## config.mk

```make
export PLATFORM = sky130hd
export DESIGN_NAME = adder_operand_loader
export DESIGN_NICKNAME = d
export VERILOG_FILES = /design/src/rtl/adder_operand_loader.sv
export SDC_FILE = /design/constraint.sdc
export NUM_CORES = 1
export LEC_CHECK = 0
export CORE_ASPECT_RATIO = 1.4
export CORE_MARGIN = 5
export CORE_UTILIZATION = 51
export CTS_BUF_LIST = sky130_fd_sc_hd__clkbuf_4 sky130_fd_sc_hd__clkbuf_8
export CTS_CLUSTER_DIAMETER = 40
export DETAILED_ROUTE_END_ITERATION = 8
export HOLD_SLACK_MARGIN = 0.06
export MAX_ROUTING_LAYER = met4
export PLACE_DENSITY = 0.9
export SLEW_MARGIN = 20
export SYNTH_ARGS = -nofsm -noshare
export SYNTH_HDL_FRONTEND = slang
export SYNTH_SLANG_ARGS = --single-unit
```

## constraint.sdc

```tcl
create_clock -name clk -period 4.05 [get_ports clk]
set_input_delay 0.81 -clock clk [delete_from_list [all_inputs] [get_ports clk]]
set_output_delay 0.81 -clock clk [all_outputs]
set_load 0.01 [all_outputs]
```

## src/rtl/adder_operand_loader.sv

```systemverilog
// Sequential front-end for the 8-bit CLA/KSA adder: loads A then B from one byte stream,
// holds them for a settle window, then offers the captured sum/carry on a result stream.
module adder_operand_loader #(
    parameter int unsigned SETTLE_CYCLES = 1,
    parameter int unsigned COUNT_W       = 8
) (
    input  logic               clk,
    input  logic               rst_n,
    input  logic               ena,
    input  logic [7:0]         in_data,
    input  logic               in_valid,
    output logic               in_ready,
    output logic [7:0]         add_a,
    output logic [7:0]         add_b,
    input  logic [7:0]         add_sum,
    input  logic               add_cout,
    output logic [7:0]         res_sum,
    output logic               res_cout,
    output logic               res_valid,
    input  logic               res_ready,
    output logic               busy,
    output logic [COUNT_W-1:0] op_count
);

    typedef enum logic [1:0] {
        LOAD_A,
        LOAD_B,
        SETTLE,
        HOLD
    } state_t;

    localparam logic [3:0] SETTLE_INIT = 4'(SETTLE_CYCLES - 1);

    state_t               r_state;
    logic [3:0]           r_settle_cnt;
    logic [7:0]           r_add_a;
    logic [7:0]           r_add_b;
    logic [7:0]           r_res_sum;
    logic                 r_res_cout;
    logic                 r_res_valid;
    logic [COUNT_W-1:0]   r_op_count;
    logic                 w_loading;

    assign w_loading = (r_state == LOAD_A) || (r_state == LOAD_B);
    // rst_n gates in_ready so the producer sees no acceptance while reset is held
    assign in_ready  = rst_n & ena & w_loading;
    assign busy      = (r_state == SETTLE) || (r_state == HOLD);

    assign add_a     = r_add_a;
    assign add_b     = r_add_b;
    assign res_sum   = r_res_sum;
    assign res_cout  = r_res_cout;
    assign res_valid = r_res_valid;
    assign op_count  = r_op_count;

    always_ff @(posedge clk or negedge rst_n) begin
        if (!rst_n) begin
            r_state      <= LOAD_A;
            r_settle_cnt <= '0;
            r_add_a      <= '0;
            r_add_b      <= '0;
            r_res_sum    <= '0;
            r_res_cout   <= 1'b0;
            r_res_valid  <= 1'b0;
            r_op_count   <= '0;
        end else if (ena) begin
            case (r_state)
                LOAD_A: begin
                    if (in_valid) begin
                        r_add_a <= in_data;
                        r_state <= LOAD_B;
                    end
                end
                LOAD_B: begin
                    if (in_valid) begin
                        r_add_b      <= in_data;
                        r_settle_cnt <= SETTLE_INIT;
                        r_state      <= SETTLE;
                    end
                end
                SETTLE: begin
                    if (r_settle_cnt == '0) begin
                        r_res_sum   <= add_sum;
                        r_res_cout  <= add_cout;
                        r_res_valid <= 1'b1;
                        r_state     <= HOLD;
                    end else begin
                        r_settle_cnt <= r_settle_cnt - 4'd1;
                    end
                end
                HOLD: begin
                    if (r_res_valid && res_ready) begin
                        r_res_valid <= 1'b0;
                        r_op_count  <= r_op_count + COUNT_W'(1);
                        r_state     <= LOAD_A;
                    end
                end
                default: r_state <= LOAD_A;
            endcase
        end
    end

endmodule

```

==> implementation parameters, run 1 <==
Parameter                              Value

Status
  Outcome ... complete, no violations

Logic synthesis
  Count of mapped cells out of synthesis ... 134
  Synthesized netlist net count ... 162
  Unique masters post-synth ... 32
  Number of storage elements in the synthesis netlist ... 40
  Sequential cell area fraction in the yosys report ... between 50% and 60%
  Cell area after technology mapping ... around 1800 um2
  Fraction of post-synthesis cell area in the top cell type by area ... between 50 and 60%
  Main flop type after synthesis ... sky130_fd_sc_hd__dfrtp_1
  Number of enable flip-flop cells after synthesis ... 0
  Synthesized area divided by synthesized cell count ... between 10 and 15 um2
  Complex-gate fraction of the synthesized area ... between 7 and 8%
  Main combinational cell family by area after synthesis ... multiplexers
  Share of synthesized area spent on multiplexers ... about 17%
  Total of warnings raised by yosys ... 0
  Basic-gate share of the synthesized area counting and, or, nand and nor cells ... 8.768%
  Adder-cell share of the synthesized area ... between 4 and 5%
  Top post-synthesis cells by area ... sky130_fd_sc_hd__dfrtp_1 56%, sky130_fd_sc_hd__mux2_2 11%, sky130_fd_sc_hd__mux2_1 5.6%
  Share of async-settable or async-resettable flops after synthesis ... between 90% and 100%
  Library cell occupying the most area in the post-synthesis netlist ... sky130_fd_sc_hd__dfrtp_1
  XOR/XNOR share of the synthesized area ... about 3.4%

CTS
  Number of gates resized after cts ... 0
  Clk sink count ... 40
  Clock latency reported for the late side of the worst-skew pair ... 300 ps
  Library cell used as clock root buffer ... sky130_fd_sc_hd__clkbuf_8
  Clock tree from TritonCTS ... done
  Maximum level of the CTS H-tree ... 2
  Number of clock buffers inserted by TritonCTS ... 5
  Number of post-CTS setup repair buffers ... 0
  Clock buffer depth ... 2
  Count of hold-fix buffers inserted at cts ... 0
  Clock slew at reported path FFs ... 70 ps

Floorplan
  Width of the die ... ~60 um
  IO Count ... 58
  Effective utilization at floorplan ... between 50 and 60%
  Die extent in y ... about 80 um
  Die ar. ... between 4000 and 5000 um2
  Core region area ... 3378 um2
  Placement row count ... 25

Layout
  Number of diodes added for antenna fixing ... 0
  Growth of design area from synthesis to finish ... 38.48%
  Most common cell after layout, fill and taps aside ... sky130_fd_sc_hd__clkdlybuf4s50_1
  Share of post-route cells with drive strength above 1 ... about 16%
  Combined flip-flop and latch cell area ... about 1000 um2
  Layout net count ... roughly 220
  Commonest cells after routing, fill and taps aside ... 56 x sky130_fd_sc_hd__clkdlybuf4s50_1, 40 x sky130_fd_sc_hd__dfrtp_1, 18 x sky130_fd_sc_hd__mux2_2
  Layout Utilization ... 73.70%
  Number of filler instances in the final layout ... 212
  Area taken by multi-input logic gates ... approximately 740 um2
  Final std cells w/o fill ... roughly 240

Timing
  Sum Neg Setup Slack ... 0 ps
  Count of final max-slew check failures ... 0
  RSZ-0062 raised after global routing ... no
  Least-Margin Pin Slew ... 494.1 ps
  Final worst path period need ... ~3000 ps
  Total setup violations reported at the end of the flow ... 0
  Final clock period utilization by the worst path ... ~76%
  Worst rel slew slack ... 67.06%
  Final clock skew ... just over 10 ps
  Endpoints failing hold ... 0
  Maximum clock frequency ... 0.3260 GHz

Global route
  First-pass GRT wire length ... slightly above 7 mm
  Overflow after GRT ... 0
  GRT Util Overall ... between 20 and 25%
  Number of antenna violations at the first check in global routing ... 0
  Pin count of the biggest net entering global routing ... 41
  Number of global-route vias before repair ... between 1,000 and 1,500

Placement
  Placed instance count ... 229
  Estimated wirelength of the detail-placed design ... about 3.4 mm
  Number of buffers added on ports ... 57
  Last weighted congestion value of the routability-driven placer ... 0.8350

Setup path
  Setup crit start kind ... input pin
  Worst setup path class ... input pin to output pin
  Endpoint kind of the worst setup timing path ... output pin
  Data required time at the worst endpoint ... ~3200 ps
  Data arrival time at the worst-slack endpoint ... around 2300 ps
  Highest fanout seen on the critical path ... 12

Pwr
  Maximum vdd drop ... between 0.4 and 0.5 mV
  Power density relative to cell area ... between 700 and 800 nW/um2
  Leak ... approximately 0.0011 uW
  Sum of internal, switching and leakage power ... approximately 1900 uW

Drt
  Routed Antenna Nets ... 0
  Residual DRC ... 0
  Violation count after the first detailed-routing iteration ... 17
  Via total after detailed routing ... roughly 1,300
  Routed length per instance ... ~18 um
  Pre-antenna DRT Iters ... 4
  Total Wirelength ... approximately 4.4 mm
  Average via count per standard cell ... roughly 5.5

Flow run
  Reported max-cap violation count ... 0

Hold path
  Hold/Removal Path Class ... flop to flop
## critical path, cell delays in order
cell                              delay [ps]
sky130_fd_sc_hd__clkdlybuf4s50_1         690
sky130_fd_sc_hd__o211a_1                 230
sky130_fd_sc_hd__clkdlybuf4s50_1         530
## final cells by class
class / instances / area share, %
Clock buffer: 5 / 2.764
Tap cell: 40 / 2.010
Multi-Input combinational cell: 82 / 29.90
Inverter: 9 / 1.357
Clock inverter: 3 / 0.7538
Timing Repair Buffer: 58 / 23.02
Sequential cell: 40 / 40.20
## Yosys cell counts, types with 2 or more instances
library cell and instances:
sky130_fd_sc_hd__and4_1 2, sky130_fd_sc_hd__clkbuf_1 2, sky130_fd_sc_hd__dfrtp_1 40, sky130_fd_sc_hd__ha_1 6, sky130_fd_sc_hd__inv_1 9, sky130_fd_sc_hd__mux2_1 9, sky130_fd_sc_hd__mux2_2 18, sky130_fd_sc_hd__nand2_1 6
sky130_fd_sc_hd__nand3_1 5, sky130_fd_sc_hd__nand4_1 5, sky130_fd_sc_hd__nor3_1 3, sky130_fd_sc_hd__o211a_1 2, sky130_fd_sc_hd__o2bb2ai_1 2, sky130_fd_sc_hd__o31ai_1 2, sky130_fd_sc_hd__xnor2_1 5, sky130_fd_sc_hd__xor2_1 2
## flip-flops by register name (all words and copies together) (netlist names)
signal and cells:
res_cout 1, res_valid 1, op_count 8, r_settle_cnt 4, r_state 2, add_b 8
res_sum 8, add_a 8
## routing by layer
metal	up-vias	GRT usage [%]	wire length, um
met5	-	-	0
met4	0	9.091	91
met3	8	4.662	179
met2	35	36.58	2592
met1	658	20.70	1488
li1	603	-	-
## kinds of logic after synthesis
logic type,after synthesis
flops,40
mux,28
compound gates,14
xor+xnor,7
fa+ha+maj,6
buf+inv,12
simple gates,27
## power by group
part / internal [uW] / total [uW] / switching [uW]
Sequential: 571 / 697 / 126
Combinational: 508 / 896 / 388
Clock: 120 / 262 / 142
## worst paths after layout
check	startpoint	end	slack [ps]	cells after the start
max	ena	in_ready	980	3
min in group asynchronous	rst_n	res_sum[6]	600	2
max in group asynchronous	rst_n	r_settle_cnt[1]	3100	2
min	res_sum[1]	res_sum[1]	490	1
max reg2reg	r_settle_cnt[0]	r_state[1]	1950	5
min reg2reg	res_sum[1]	res_sum[1]	490	1
## per-stage QoR
step                      setup WS [ps]  hold slack, ps  area [um2]
final                             982.5           487.9        2490
after global routing              912.1           504.0        2490
after CTS                         991.4           491.6        2490
after detailed placement          992.0           473.7        2402
after global placement             1011           461.4        2402
after floorplan                    1961           478.6        1798
No activity file was read; power rests on OpenSTA's default activity.
==> run 2, diff against run 1 <==
--- a/config.mk
+++ b/config.mk
@@ -7,13 +7,13 @@
 export LEC_CHECK = 0
 export CORE_ASPECT_RATIO = 1.4
 export CORE_MARGIN = 5
-export CORE_UTILIZATION = 51
+export CORE_UTILIZATION = 47
 export CTS_BUF_LIST = sky130_fd_sc_hd__clkbuf_4 sky130_fd_sc_hd__clkbuf_8
 export CTS_CLUSTER_DIAMETER = 40
 export DETAILED_ROUTE_END_ITERATION = 8
 export HOLD_SLACK_MARGIN = 0.06
 export MAX_ROUTING_LAYER = met4
-export PLACE_DENSITY = 0.9
+export PLACE_DENSITY = 0.84
 export SLEW_MARGIN = 20
 export SYNTH_ARGS = -nofsm -noshare
 export SYNTH_HDL_FRONTEND = slang
==> constraint.sdc (replaced) <==
create_clock -name clk -period 3.1 [get_ports clk]
set_input_delay 0.62 -clock clk [delete_from_list [all_inputs] [get_ports clk]]
set_output_delay 0.62 -clock clk [all_outputs]
set_load 0.01 [all_outputs]
==> implementation parameters, run 2 (same netlist as run 1, synthesis figures left out) <==
Parameter                              Value

Drt
  Residual DRC ... 0 (unchanged)
  Routed length per instance ... 16.08 um (-12%)
  Routed Antenna Nets ... 0 (unchanged)
  Total Wirelength ... 3.843 mm (-12%)
  Violation count after the first detailed-routing iteration ... 17 (unchanged)
  Pre-antenna DRT Iters ... 4 (unchanged)
  Average via count per standard cell ... 5.431 (-1.3%)
  Via total after detailed routing ... 1,298 (-0.46%)

CTS
  Count of hold-fix buffers inserted at cts ... 0 (unchanged)
  Number of gates resized after cts ... 0 (unchanged)
  Clock buffer depth ... 2 (unchanged)
  Clock latency reported for the late side of the worst-skew pair ... 290 ps (about the same)
  Maximum level of the CTS H-tree ... 2 (unchanged)
  Number of post-CTS setup repair buffers ... 0 (unchanged)
  Library cell used as clock root buffer ... sky130_fd_sc_hd__clkbuf_8
  Clock slew at reported path FFs ... 70 ps (about the same)
  Clock tree from TritonCTS ... done
  Number of clock buffers inserted by TritonCTS ... 5 (unchanged)
  Clk sink count ... 40 (unchanged)

Setup path
  Data required time at the worst endpoint ... 2480 ps (-760 ps)
  Setup crit start kind ... flop
  Worst setup path class ... flop to output pin
  Worst flop-to-flop path startpoint ... r_settle_cnt[0]
  Reg-to-reg slack, setup ... 1010 ps (-940 ps)
  Reg2reg end ... r_state[1]
  Endpoint kind of the worst setup timing path ... output pin
  Highest fanout seen on the critical path ... 9 (-3)
  Register-to-Register Path Depth ... 5 (unchanged)
  Data arrival time at the worst-slack endpoint ... 1900 ps (-360 ps)

Layout
  Final std cells w/o fill ... 239 (+0.84%)
  Growth of design area from synthesis to finish ... 38.69%
  Number of filler instances in the final layout ... 271 (+28%)
  Post-layout instance area ... 2494 um2 (+0.15%)
  Commonest cells after routing, fill and taps aside ... 56 x sky130_fd_sc_hd__clkdlybuf4s50_1, 40 x sky130_fd_sc_hd__dfrtp_1, 18 x sky130_fd_sc_hd__mux2_2
  Layout net count ... 225 (+0.45%)
  Most common cell after layout, fill and taps aside ... sky130_fd_sc_hd__clkdlybuf4s50_1
  Number of diodes added for antenna fixing ... 0 (unchanged)
  Share of post-route cells with drive strength above 1 ... 16.24% (unchanged)

Floorplan
  Effective utilization at floorplan ... 48.91% (-4.3 points)
  Placement row count ... 26 (+4.0%)
  Die ar. ... 5180 um2 (+7.3%)
  IO Count ... 58 (unchanged)
  Core region area ... 3676 um2 (+8.8%)
  Die extent in y ... 83.18 um (+3.6%)
  Width of the die ... 62.28 um (+3.5%)

Placement
  Number of buffers added on ports ... 57 (unchanged)
  Estimated wirelength of the detail-placed design ... 3.030 mm (-10%)
  Placed Area ... 2412 um2 (+0.42%)
  Placed instance count ... 232 (+1.3%)
  Post-Place Setup Slack ... 675.7 ps (-316.3 ps)
  Last weighted congestion value of the routability-driven placer ... 0.7267 (-13%)

Status
  Outcome ... complete, no violations

Global route
  Overflow after GRT ... 0 (unchanged)
  GRT Util Overall ... 16.11% (-4.4 points)
  Number of global-route vias before repair ... 1,415 (-3.6%)
  Number of antenna violations at the first check in global routing ... 0 (unchanged)
  Pin count of the biggest net entering global routing ... 41 (unchanged)
  First-pass GRT wire length ... 6.651 mm (-5.7%)

Timing
  Sum Neg Setup Slack ... 0 ps (unchanged)
  Endpoints failing hold ... 0 (unchanged)
  Least-Margin Pin Slew ... 490.1 ps (-3.943 ps)
  Maximum clock frequency ... approximately 0.40 GHz
  Final worst path period need ... between 2000 and 3000 ps
  Total setup violations reported at the end of the flow ... 0 (unchanged)
  Final clock period utilization by the worst path ... 81.45%
  Final worst-path setup slack ... 575.1 ps (-407.4 ps)
  Final clock skew ... 9.458 ps (-0.7362 ps)
  Count of final max-slew check failures ... 0 (unchanged)
  RSZ-0062 raised after global routing ... no
  Worst rel slew slack ... 67.32% (+0.26 points)

Flow run
  Reported max-cap violation count ... 0 (unchanged)

Pwr
  Leak ... 0.001109 uW (+0.12%)
  Power density relative to cell area ... 952.6 nW/um2 (+28%)
  Sum of internal, switching and leakage power ... 2376 uW (+28%)
  Maximum vdd drop ... 0.7598 mV (+57%)

Hold path
  Hold/Removal Path Class ... input pin to asynchronous set/reset pin
==> run 2: worst max-delay path: stages, from the launching register on <==
cell	delay (ps)
sky130_fd_sc_hd__dfrtp_1	400
sky130_fd_sc_hd__inv_1	90
sky130_fd_sc_hd__ha_1	330
sky130_fd_sc_hd__or2_2	320
sky130_fd_sc_hd__clkdlybuf4s50_1	480
==> run 2: how the worst max path moves through the flow <==
stage,start,to
floorplan,r_settle_cnt[0],r_state[1]
global placement,ena,in_ready
detailed placement,ena,in_ready
CTS,r_state[0],busy
global route,r_state[0],busy
finish,r_state[0],busy
==> run 2: stage by stage <==
stage	utilization (%)	hold WS (ps)
3_3_place_gp	65.62	456.9
6_report	67.84	420.6
2_1_floorplan	-	324.4
3_5_place_dp	65.62	472.2
4_1_cts	67.84	427.6
5_1_grt	67.84	452.6
==> run 2: metal layers <==
layer	routed length, um	vias to the layer above	GRT usage, %
met4	32	0	3.475
li1	-	603	-
met1	1574	637	17.64
met5	0	-	-
met3	306	4	6.757
met2	1929	54	27.17
==> run 2: final cells by class <==
type / count / area, um2 / share of cell area, %
Sequential cell: 40 / 1001 / 40.14
Multi-Input combinational cell: 82 / 744.5 / 29.85
Timing Repair Buffer: 59 / 580.6 / 23.28
Clock buffer: 6 / 76.32 / 3.061
Tap cell: 42 / 52.55 / 2.107
Inverter: 9 / 33.78 / 1.355
Clock inverter: 1 / 5.005 / 0.2007
==> run 2: where the power goes <==
| part | switching, uW | leakage (uW) | internal (uW) |
|---|---|---|---|
| registers | 148 | 0.000498 | 747 |
| clock network | 163 | 0.0000445 | 162 |
| logic | 493 | 0.000567 | 663 |
==> RTL edit: new RTL, settings of run 2 <==
Put one more register stage on the output `op_count`, with the module's reset. The value now appears one clock later. The other outputs are not delayed to match.
--- a/src/rtl/adder_operand_loader.sv
+++ b/src/rtl/adder_operand_loader.sv
@@ -53,3 +53,9 @@
     assign res_valid = r_res_valid;
-    assign op_count  = r_op_count;
+    always_ff @(posedge clk or negedge rst_n) begin
+        if (!rst_n) begin
+            op_count <= '0;
+        end else begin
+            op_count <= r_op_count;
+        end
+    end
 
Behaviour: not the same (a bounded check fails within 10 cycles, from zero or initial values and one cycle with rst_n low).
==> RTL edit against run 2 <==
- register-to-register slack hardly changed
- worst setup slack lost 0.026 ns
- sequential cell count increased by 8
- final cell count rose by 5.0%
- area after synthesis is 11% higher
- sequential power increased by 15%
- cell area grew 9.4%
- routed wire length is 8.8% higher
- global-route usage is 0.89 points higher
- total power grew 11%
- largest cell class unchanged
==> RTL edit: results (changes against run 2) <==
[status]
outcome = finished clean

[layout]
fillers = 329  ; +21%
n_sequential_cell = 48  ; +20%
postLayoutCellArea_um2 = 2730  ; +9.4%
final-nonclk-buf-share_pct = 21.3  ; -2.0 points
seq_share_pct = 44.0  ; +3.9 points
layout-drive-gt1-share_pct = 16.0  ; -0.22 points

[routing]
avgViaCountPerCell = 5.43  ; about the same
drtIter0Drc = 46  ; +29
wl_met2_mm = 2.31  ; +20%
wl_per_cell_um = 16.7  ; +3.6%
wl_mm = 4.18  ; +8.8%

[floorplan]
tap_cells = 45  ; +7.1%

[grt]
use_met1_pct = 19.1  ; +1.4 points
first_global_vias = 1494  ; +5.6%
grt_first_pass_wirelength_mm = 7.18  ; +7.9%
use_met2_pct = 29.2  ; +2.1 points
met3_usage_pct = 3.88  ; -2.9 points
grt_max_degree = 49  ; +20%

[timing]
skew_ns = 0.00503  ; -0.00443 ns
slew_headroom_pct = 60.6  ; -6.7 points
period_needed_ns = 2.55  ; +0.0260 ns

[placement]
place.gp.congestion = 0.749  ; +3.1%
place_area_um2 = 2620  ; +8.5%
place_worst_setup_slack_ns = 0.702  ; +0.0264 ns
hpwlAfterDp_mm = 3.19  ; +5.2%
place_inst = 243  ; +4.7%

[synth]
syn-num-nets = 170  ; +4.9%
ys_seq_area_share_pct = 60.1  ; +4.4 points
synth_common_cells = dfrtp_1 (48), mux2_2 (18), inv_1 (9), mux2_1 (9)

[hold_path]
hold_class = flop to flop

[setup_path]
arrival_ns = 1.93  ; +0.03 ns

[power]
irDropWorstVdd_mv = 0.531  ; -30%
p_leak_nw = 1.23  ; +11%

[clock_network]
clk_pin_slew_ns = 0.09  ; +0.02 ns

RTL edit: changes by cell type in the layout (fill, tap and decap cells not counted):
cell / run 2 / this run
bufinv_16: 0 / 1
clkbuf_4: 1 / 0
clkinvlp_4: 0 / 1
dfrtp_1: 40 / 48
RTL edit: logic make-up after synthesis:
logic type	count (synthesis)	share of synthesized area, %
AOI/OAI and AO/OA	14	6.83
buffers and inverters	12	2.63
adders and majority gates	6	3.76
muxes	28	15.7
xor gates and xnor gates	7	3.07
and+or+nand+nor	27	7.89
DFF	48	60.1
RTL edit: critical path, delay by kind of cell (launching register included):
kind / cells / cell delay, ns
buffers and inverters: 2 / 0.57
flip-flops: 1 / 0.42
adder cells (fa/ha/maj): 1 / 0.33
AND/OR/NAND/NOR: 1 / 0.32
RTL edit: where the power goes:
part / switching [mW] / total, mW / internal, mW
Combinational: 0.509 / 1.18 / 0.667
Sequential: 0.162 / 1.03 / 0.868
Clock: 0.200 / 0.439 / 0.239
